$ cat src/rtl/btn_event_decoder.sv
// ---------------------------------------------------------------------------
// btn_event_decoder
//
// Turns one debounced button into clean one-cycle events for the
// watch/stopwatch control FSM: a single short press, a double press, a long
// press, and auto-repeat pulses while a long press keeps being held.
//
// Parameters
//   TICK_COUNT  clk cycles per 1 ms timer tick
//   LONG_MS     hold time (ms) before o_long fires
//   DOUBLE_MS   window (ms) after release in which a second press is a double
//   REPEAT_MS   o_repeat period (ms) while held after o_long
//
// Ports
//   clk          in   system clock, all logic on posedge
//   rst          in   synchronous, active-high reset
//   i_btn        in   one-cycle press pulse (rising edge of debounced level)
//   i_btn_level  in   debounced button level, 1 = pressed
//   o_short      out  one-cycle pulse: single short press confirmed
//   o_double     out  one-cycle pulse: second press inside the double window
//   o_long       out  one-cycle pulse: press held LONG_MS
//   o_repeat     out  one-cycle pulse every REPEAT_MS while held
//   o_held       out  level: 1 while in the HELD state
// ---------------------------------------------------------------------------
module btn_event_decoder #(
    parameter int TICK_COUNT = 100000,
    parameter int LONG_MS    = 1000,
    parameter int DOUBLE_MS  = 300,
    parameter int REPEAT_MS  = 200
) (
    input  logic clk,
    input  logic rst,
    input  logic i_btn,
    input  logic i_btn_level,
    output logic o_short,
    output logic o_double,
    output logic o_long,
    output logic o_repeat,
    output logic o_held
);

    // ------------------------------------------------------------------
    // Timer sizing: the ms counter only has to reach the largest of the
    // three timeouts; one spare bit keeps the saturation point clear of it.
    // ------------------------------------------------------------------
    localparam int MS_MAX_A = (LONG_MS > DOUBLE_MS) ? LONG_MS : DOUBLE_MS;
    localparam int MS_MAX   = (MS_MAX_A > REPEAT_MS) ? MS_MAX_A : REPEAT_MS;
    localparam int PS_W     = $clog2(TICK_COUNT) + 1;
    localparam int MS_W     = $clog2(MS_MAX) + 1;

    localparam logic [PS_W-1:0] PS_LAST     = PS_W'(TICK_COUNT - 1);
    localparam logic [MS_W-1:0] LONG_LAST   = MS_W'(LONG_MS - 1);
    localparam logic [MS_W-1:0] DOUBLE_LAST = MS_W'(DOUBLE_MS - 1);
    localparam logic [MS_W-1:0] REPEAT_LAST = MS_W'(REPEAT_MS - 1);

    typedef enum logic [2:0] {
        IDLE,
        PRESSED,
        HELD,
        WAIT2,
        PRESS2
    } state_t;

    state_t          state;
    state_t          state_next;

    logic [PS_W-1:0] prescaler;
    logic [MS_W-1:0] ms_cnt;
    logic            ms_tick;

    logic            timeout;
    logic            timer_clr;
    logic            short_next;
    logic            double_next;
    logic            long_next;
    logic            repeat_next;

    assign ms_tick = (prescaler == PS_LAST);

    // ------------------------------------------------------------------
    // Next-state and event decode. Within each state the checks are
    // written in priority order: release / new press always beats a
    // timeout that lands on the same cycle.
    // ------------------------------------------------------------------
    always_comb begin
        state_next  = state;
        timeout     = 1'b0;
        short_next  = 1'b0;
        double_next = 1'b0;
        long_next   = 1'b0;
        repeat_next = 1'b0;

        case (state)
            IDLE: begin
                // Only the press pulse starts a sequence; a level that is
                // already high (e.g. held through reset) is ignored.
                if (i_btn) begin
                    state_next = PRESSED;
                end
            end

            PRESSED: begin
                if (!i_btn_level) begin
                    state_next = WAIT2;
                end else if (ms_tick && (ms_cnt == LONG_LAST)) begin
                    state_next = HELD;
                    long_next  = 1'b1;
                end
            end

            HELD: begin
                if (!i_btn_level) begin
                    state_next = IDLE;
                end else if (ms_tick && (ms_cnt == REPEAT_LAST)) begin
                    // Staying in HELD, so the timer restart has to be
                    // requested explicitly rather than via a state change.
                    repeat_next = 1'b1;
                    timeout     = 1'b1;
                end
            end

            WAIT2: begin
                if (i_btn) begin
                    state_next  = PRESS2;
                    double_next = 1'b1;
                end else if (ms_tick && (ms_cnt == DOUBLE_LAST)) begin
                    state_next = IDLE;
                    short_next = 1'b1;
                end
            end

            PRESS2: begin
                // Second press of a double: no long detection, just wait
                // for the release however long that takes.
                if (!i_btn_level) begin
                    state_next = IDLE;
                end
            end

            default: begin
                state_next = IDLE;
            end
        endcase

        timer_clr = timeout || (state_next != state);
    end

    // ------------------------------------------------------------------
    // State register
    // ------------------------------------------------------------------
    always_ff @(posedge clk) begin
        if (rst) begin
            state <= IDLE;
        end else begin
            state <= state_next;
        end
    end

    // ------------------------------------------------------------------
    // Millisecond timer. The prescaler wraps every tick; ms_cnt saturates
    // so that long stays in IDLE or PRESS2 can never wrap it back into
    // a timeout value.
    // ------------------------------------------------------------------
    always_ff @(posedge clk) begin
        if (rst || timer_clr) begin
            prescaler <= '0;
            ms_cnt    <= '0;
        end else begin
            if (ms_tick) begin
                prescaler <= '0;
                if (ms_cnt != '1) begin
                    ms_cnt <= ms_cnt + MS_W'(1);
                end
            end else begin
                prescaler <= prescaler + PS_W'(1);
            end
        end
    end

    // ------------------------------------------------------------------
    // Registered outputs. o_held follows the next state so it rises on
    // the same cycle as o_long and drops as soon as HELD is left.
    // ------------------------------------------------------------------
    always_ff @(posedge clk) begin
        if (rst) begin
            o_short  <= 1'b0;
            o_double <= 1'b0;
            o_long   <= 1'b0;
            o_repeat <= 1'b0;
            o_held   <= 1'b0;
        end else begin
            o_short  <= short_next;
            o_double <= double_next;
            o_long   <= long_next;
            o_repeat <= repeat_next;
            o_held   <= (state_next == HELD);
        end
    end

endmodule

$ cat config.mk
export PLATFORM = sky130hd
export DESIGN_NAME = btn_event_decoder
export DESIGN_NICKNAME = d
export VERILOG_FILES = /design/src/rtl/btn_event_decoder.sv
export SDC_FILE = /design/constraint.sdc
export NUM_CORES = 1
export LEC_CHECK = 0
export ABC_AREA = 1
export CORE_MARGIN = 4
export CORE_UTILIZATION = 45
export DETAILED_ROUTE_END_ITERATION = 10
export GPL_ROUTABILITY_DRIVEN = 1
export GPL_TIMING_DRIVEN = 1
export SKIP_LAST_GASP = 1
export SLEW_MARGIN = 15
export SYNTH_ARGS = -nofsm -noshare
export SYNTH_HDL_FRONTEND = slang
export SYNTH_SLANG_ARGS = --single-unit
$ cat constraint.sdc
create_clock -name clk -period 1.8 [get_ports clk]
set_input_delay 0.27 -clock clk [delete_from_list [all_inputs] [get_ports clk]]
set_output_delay 0.27 -clock clk [all_outputs]
set_load 0.005 [all_outputs]
After elaboration in Yosys (flattened, before gate mapping)
Index checks and enable logic that the tools add are counted.
{"block": "word_totals", "reg_bits": 37, "latchBits": 0, "ram_bits": 0, "mem_bits_ro": 0, "inputBits": 4, "output_inout_bits": 5, "wordCells": 49, "n_memories": 0}
{"block": "op_classes", "add_sub_neg": 2, "multipliers": 0, "n_div": 0, "n_lt_le_gt_ge": 0, "n_eq_ne": 11, "shifts": 0, "n_mux": 13, "bitwise": 3, "reduce_logical": 12}
{"cell": "$add 18x1->18 const B", "count": 1}
{"cell": "$eq 18x17->1 const B", "count": 1}
{"cell": "$mux 3", "count": 6}
{"cell": "$pmux 3 s4", "count": 1}
{"cell": "$add 11x1->11 const B", "count": 1}
{"cell": "$eq 11x10->1 const B", "count": 1}
{"cell": "$eq 11x8->1 const B", "count": 1}
{"cell": "$eq 11x9->1 const B", "count": 1}
{"cell": "$ne 11x11->1 const B", "count": 1}
{"cell": "$eq 3x2->1 const B", "count": 3}
{"cell": "$mux 1", "count": 6}
{"cell": "$reduce_or 2->1", "count": 3}
{"cell": "$reduce_or 3->1", "count": 2}
{"cell": "$eq 3x1->1 const B", "count": 1}
{"cell": "$eq 3x3->1 const B", "count": 1}
{"cell": "$logic_and 1x1->1", "count": 3}
{"cell": "$logic_not 3->1", "count": 1}
{"cell": "$ne 3x3->1", "count": 1}
{"cell": "$not 1->1", "count": 3}
{"cell": "$logic_or 1x1->1", "count": 2}
{"cell": "$reduce_and 2->1", "count": 1}

Depth between registers and ports, before layout
Gate-level depths: netlist of the first run.
{"block": "logic_depth", "depth_word": 9, "ltp_mapped": 14}

Worst setup path before layout of the first run
OpenSTA, ideal clock, no wires.
{"block": "synth_timing", "path_kind": "register -> register", "from": "register prescaler[0]", "to": "register prescaler[16]", "setup_ns": 0.121, "arrival_time_ns": 1.720, "required_time_ns": 1.679, "slack_ns": -0.041, "path_stages_with_launch": 14, "synth_period_minus_slack_ns": 1.841, "cell_sequence": "dfxtp_1 ha_1 nand3_2 inv_2 nand2_2 nor2_4 nand3_1 a21oi_2 nand3_2 nand3_4 nor2_8 nand2_8 buf_12 nor2_4"}
{"block": "synth_between", "elab_chain_cells": 9}
{"element": "start, declared", "line_no": "67", "text": "logic [PS_W-1:0] prescaler;"}
{"element": "start signal, assigned", "line_no": "175", "text": "prescaler <= prescaler + PS_W'(1);"}
{"element": "$eq 18x17->1", "line_no": "78", "text": "assign ms_tick = (prescaler == PS_LAST);"}
{"element": "$logic_and 1x1->1 (on tied branches)", "line_no": "126, 105"}
{"element": "$mux 3 (on tied branches)", "line_no": "126, 105"}
{"element": "$mux 3 (on tied branches)", "line_no": "123, 103"}
{"element": "$pmux 3 s4", "line_no": "93", "text": "case (state)"}
{"element": "$ne 3x3->1", "line_no": "145", "text": "timer_clr = timeout || (state_next != state);"}
{"element": "$logic_or 1x1->1", "line_no": "145"}
{"element": "$logic_or 1x1->1", "line_no": "165", "text": "if (rst || timer_clr) begin"}
{"element": "$reduce_or 2->1 (no line)"}
Parallel ways exist; a longest one is shown, timed or not.
A chain may end at the register's enable or synchronous reset.

Final worst setup path of the first run
{"block": "layout_timing", "from": "register prescaler[0]", "to": "register ms_cnt[9]"}
{"block": "layout_between", "elab_chain_cells": 8}
{"element": "$eq 18x17->1 *", "line_no": "78"}
{"element": "$logic_and 1x1->1 (on tied branches)", "line_no": "126, 105"}
{"element": "$mux 3 (on tied branches)", "line_no": "126, 105"}
{"element": "$mux 3 (on tied branches)", "line_no": "123, 103"}
{"element": "$pmux 3 s4", "line_no": "93"}
{"element": "$ne 3x3->1", "line_no": "145"}
{"element": "$logic_or 1x1->1", "line_no": "145"}
{"element": "$logic_or 1x1->1", "line_no": "165"}
{"element": "end signal, assigned", "line_no": "172", "text": "ms_cnt <= ms_cnt + MS_W'(1);"}
{"element": "end, declared", "line_no": "68", "text": "logic [MS_W-1:0] ms_cnt;"}
Mark *: on every way between the ends. The rest lies on a longest branch, timed or not.

==> results of run 1 <==
metal layers:
layer	part of all wire, %	vias to the layer above	global-route usage (%)	wire length [um]
li1	-	979	-	-
met1	48	823	22.5	2150
met2	46	30	25.8	2030
met3	4.7	9	6.07	208
met4	1.4	0	5.05	61
met5	0	-	0	0
worst max path at each step:
| stage | to | slack, ns | cells past startpoint |
|---|---|---|---|
| after global routing | ms_cnt[9]$_SDFFE_PP0P_ | -0.16 | 12 |
| after detailed placement | prescaler[0]$_SDFF_PP0_ | -0.15 | 9 |
| final | ms_cnt[9]$_SDFFE_PP0P_ | -0.01 | 12 |
| after CTS | prescaler[1]$_SDFF_PP0_ | -0.03 | 12 |
| after global placement | prescaler[0]$_SDFF_PP0_ | -0.1 | 9 |
| after floorplan | prescaler[16]$_SDFF_PP0_ | 0.002 | 13 |
layout make-up:
type / count / area (um^2)
Inverter: 34 / 128
Timing Repair Buffer: 65 / 512
Tap cell: 52 / 65.1
Sequential cell: 37 / 746
Clock buffer: 5 / 68.8
Multi-Input combinational cell: 193 / 1270
Clock inverter: 3 / 65.1
Fill cell: 385 / 1560
critical path: stages (launching register included):
cell and delay [ns]:
dfxtp_2 0.36, ha_4 0.15, nand3_4 0.09, inv_2 0.07, nand2_2 0.06, nor2_4 0.15
nand3_2 0.11, a21oi_2 0.20, nand3_2 0.12, nand2_4 0.11, nor2_8 0.06, buf_6 0.12
and2_4 0.12
cell usage in the layout, fill, tap and decap left out, types with 4 or more instances in the layout:
cell / instances
dfxtp_1: 33
buf_4: 56
dfxtp_2: 4
nor2_2: 6
nand4_1: 5
xor2_1: 15
nor2_4: 12
inv_2: 6
xnor2_1: 7
clkbuf_8: 5
nor3_1: 5
nand2_1: 44
nand3_1: 17
clkdlybuf4s50_1: 8
nor2_1: 38
nor3b_1: 5
inv_1: 28
nand2_2: 5
nand3_2: 5
sequential cells by signal, summed over array words and instances, names as in the netlist:
register   flops
state          3
o_double       1
o_long         1
prescaler     18
o_held         1
ms_cnt        11
o_short        1
o_repeat       1
report_power, final:
group	switching, mW	total [mW]	internal [mW]	leakage, nW
logic	0.110	0.193	0.0828	0.791
registers	0.0129	0.842	0.829	0.300
clock network	0.307	0.857	0.550	0.0681
total	0.429	1.89	1.46	1.16
logic make-up (layout without fill, tap and decap cells):
logic type	after synthesis	count (layout)	synth area share, %
XOR/XNOR	23	23	9.72
AND/OR/NAND/NOR	158	159	42.5
AO/OA/AOI/OAI	9	9	2.96
flip-flops	37	37	35.7
buffers and inverters	37	107	7.85
adder cells (fa/ha/maj)	2	2	1.21
what timing repair did:
action                                  CTS  global route
buffers inserted                          4             2
cloned                                    0             1
endpoints found under the setup margin   29            29
pin swaps                                 5            11
gates resized for setup                   4            12
per-stage QoR:
| step | cells | hold WS, ns | setup TNS, ns |
|---|---|---|---|
| 2_1_floorplan | 266 | 0.339 | 0 |
| 3_3_place_gp | 374 | 0.425 | -2.02 |
| 3_5_place_dp | 374 | 0.437 | -2.97 |
| 4_1_cts | 386 | 0.449 | -0.209 |
| 5_1_grt | 389 | 0.559 | -3.54 |
| 6_report | 389 | 0.538 | -0.0550 |
==> results by group, run 1 <==
STA
  • Min Tclk post-route: approximately 1.8 ns
  • Final Hold Fails: 0
  • Clock skew: around 0.0026 ns
  • Least-Margin Pin Slew: around 0.28 ns
  • RSZ-0062 raised after global routing: true
  • Final setup viols: 5
  • Relative slew slack: 81.4%
  • Max Clk Rate: about 0.55 GHz
  • Final Worst Setup Slack: -0.0127 ns
  • Period utilisation layout: 101%
  • Slew Limit Fails: 0

Synth
  • Count of mapped cells out of synthesis: ~270
  • Largest cells by area after synthesis: dfxtp_1 36%, nand2_1 8.0%, nor2_1 7.6%
  • Syn_nets: approximately 270
  • Yosys top cell area share: a little over a third
  • Top cell type by total area after synthesis: dfxtp_1
  • Seq/Total Area, Yosys: a little over a third
  • #FFs+latches synth: 37
  • Post-synth ARST share: 0%
  • Top FF cell, synth: dfxtp_1
  • Commonest cells in the netlist: 44 x nand2_1, 42 x nor2_1, 37 x dfxtp_1
  • Synth warnings: 0
  • Avg Synthesized Cell Area: ~7.8 um^2
  • Post-synthesis instance area: 0.00207 mm^2
  • Post-synth EDFFs: 0
  • Unique masters post-synth: 33
  • Count leader, synth: nand2_1

Drt
  • Drt total wl: roughly 4400 um
  • DR WL/cell: about 11 um
  • Antenna-violating nets left: 0
  • Via count: between 1500 and 2000
  • DRT iter0 DRCs: 73
  • Vias per cell: between 4 and 5
  • Drt drc: 0
  • DRT Pass-1 Iters: 4

Setup path
  • R2r endpoint: ms_cnt[9]$_SDFFE_PP0P_
  • Reg2Reg Setup Slack: -0.01 ns
  • Crit path launch: prescaler[0]$_SDFF_PP0_
  • Critical path endpoint category: flop
  • CP max FO: 4
  • FF-to-FF path depth: 12
  • Worst Path Required: a little under 2 ns
  • Crit start category: flop
  • FF-to-FF Start: prescaler[0]$_SDFF_PP0_
  • Arrival @ worst endpoint: roughly 2 ns
  • Kind of critical path: flop to flop

Finish
  • Area grow syn2layout: 38.0%
  • Share of layout cells above drive strength 1: a little over a third
  • Final core occ: ~65%
  • Ant diodes: 0
  • Design area: 0.00286 mm^2
  • Nets: between 300 and 400

Clock network
  • Num CTS Buffers: 5
  • Num Clock Sinks: 37
  • Longest Clk Path Bufs: 2
  • Clk_lat worst skew: ~0.29 ns
  • Post-CTS Hold Fix Bufs: 0
  • CTS tree: done
  • Clock Root Buffer: clkbuf_8
  • CTS H-Tree Depth: 2
  • Reg clk slew, reported paths: 0.07 ns

Floorplan
  • Die W: 75.9 um
  • Ports: 9
  • Core Rows: 24
  • Starting density of the core: a little under half
  • Core area: between 0.004 and 0.005 mm^2
  • Die height: 75.9 um
  • Area of the die: 0.00575 mm^2

Place
  • DP Wirelength: roughly 3300 um
  • Pre-CTS WS: -0.148 ns
  • Gpl congestion: a little under 0.9
  • Dpl cell area: between 0.002 and 0.003 mm^2
  • I/O Buffers: 8

Hold path
  • Hold Crit Start: prescaler[0]$_SDFF_PP0_
  • Hold endpoint: prescaler[0]$_SDFF_PP0_
  • Worst hold path type: flop to flop
  • Hold path depth: 2

Global route
  • Overflow after GRT: 0
  • Vias in the first global route: ~1700
  • Largest net degree at the start of global routing: 19
  • First-pass GRT wire length: 7510 um
  • Initial antenna violation count: 0
  • Total GRT Usage: between 10% and 20%

Power and ir drop
  • Power Density: roughly 660 mW/mm^2
  • Peak supply drop: ~500 uV
  • Leakage power: ~1.2 nW
  • Pwr Total: 1.89 mW

Job
  • Max-capacitance violation count: 0

Outcome
  • Outcome: complete, but fails checks
  • Violated checks: setup timing
No activity file was read; power rests on OpenSTA's default activity.
==> run 2: changes to the inputs <==
- CAP_MARGIN: unset -> 15
- GPL_TIMING_DRIVEN: 1 -> unset
- HOLD_SLACK_MARGIN: unset -> 0.05
==> results of run 2 <==
No change in the layout: final DEF, timing and power equal those of run 1.
==> run 3: changes to the inputs <==
- SLEW_MARGIN: 15 -> unset
==> results of run 3 <==
No change in the layout: final DEF, timing and power equal those of run 1.
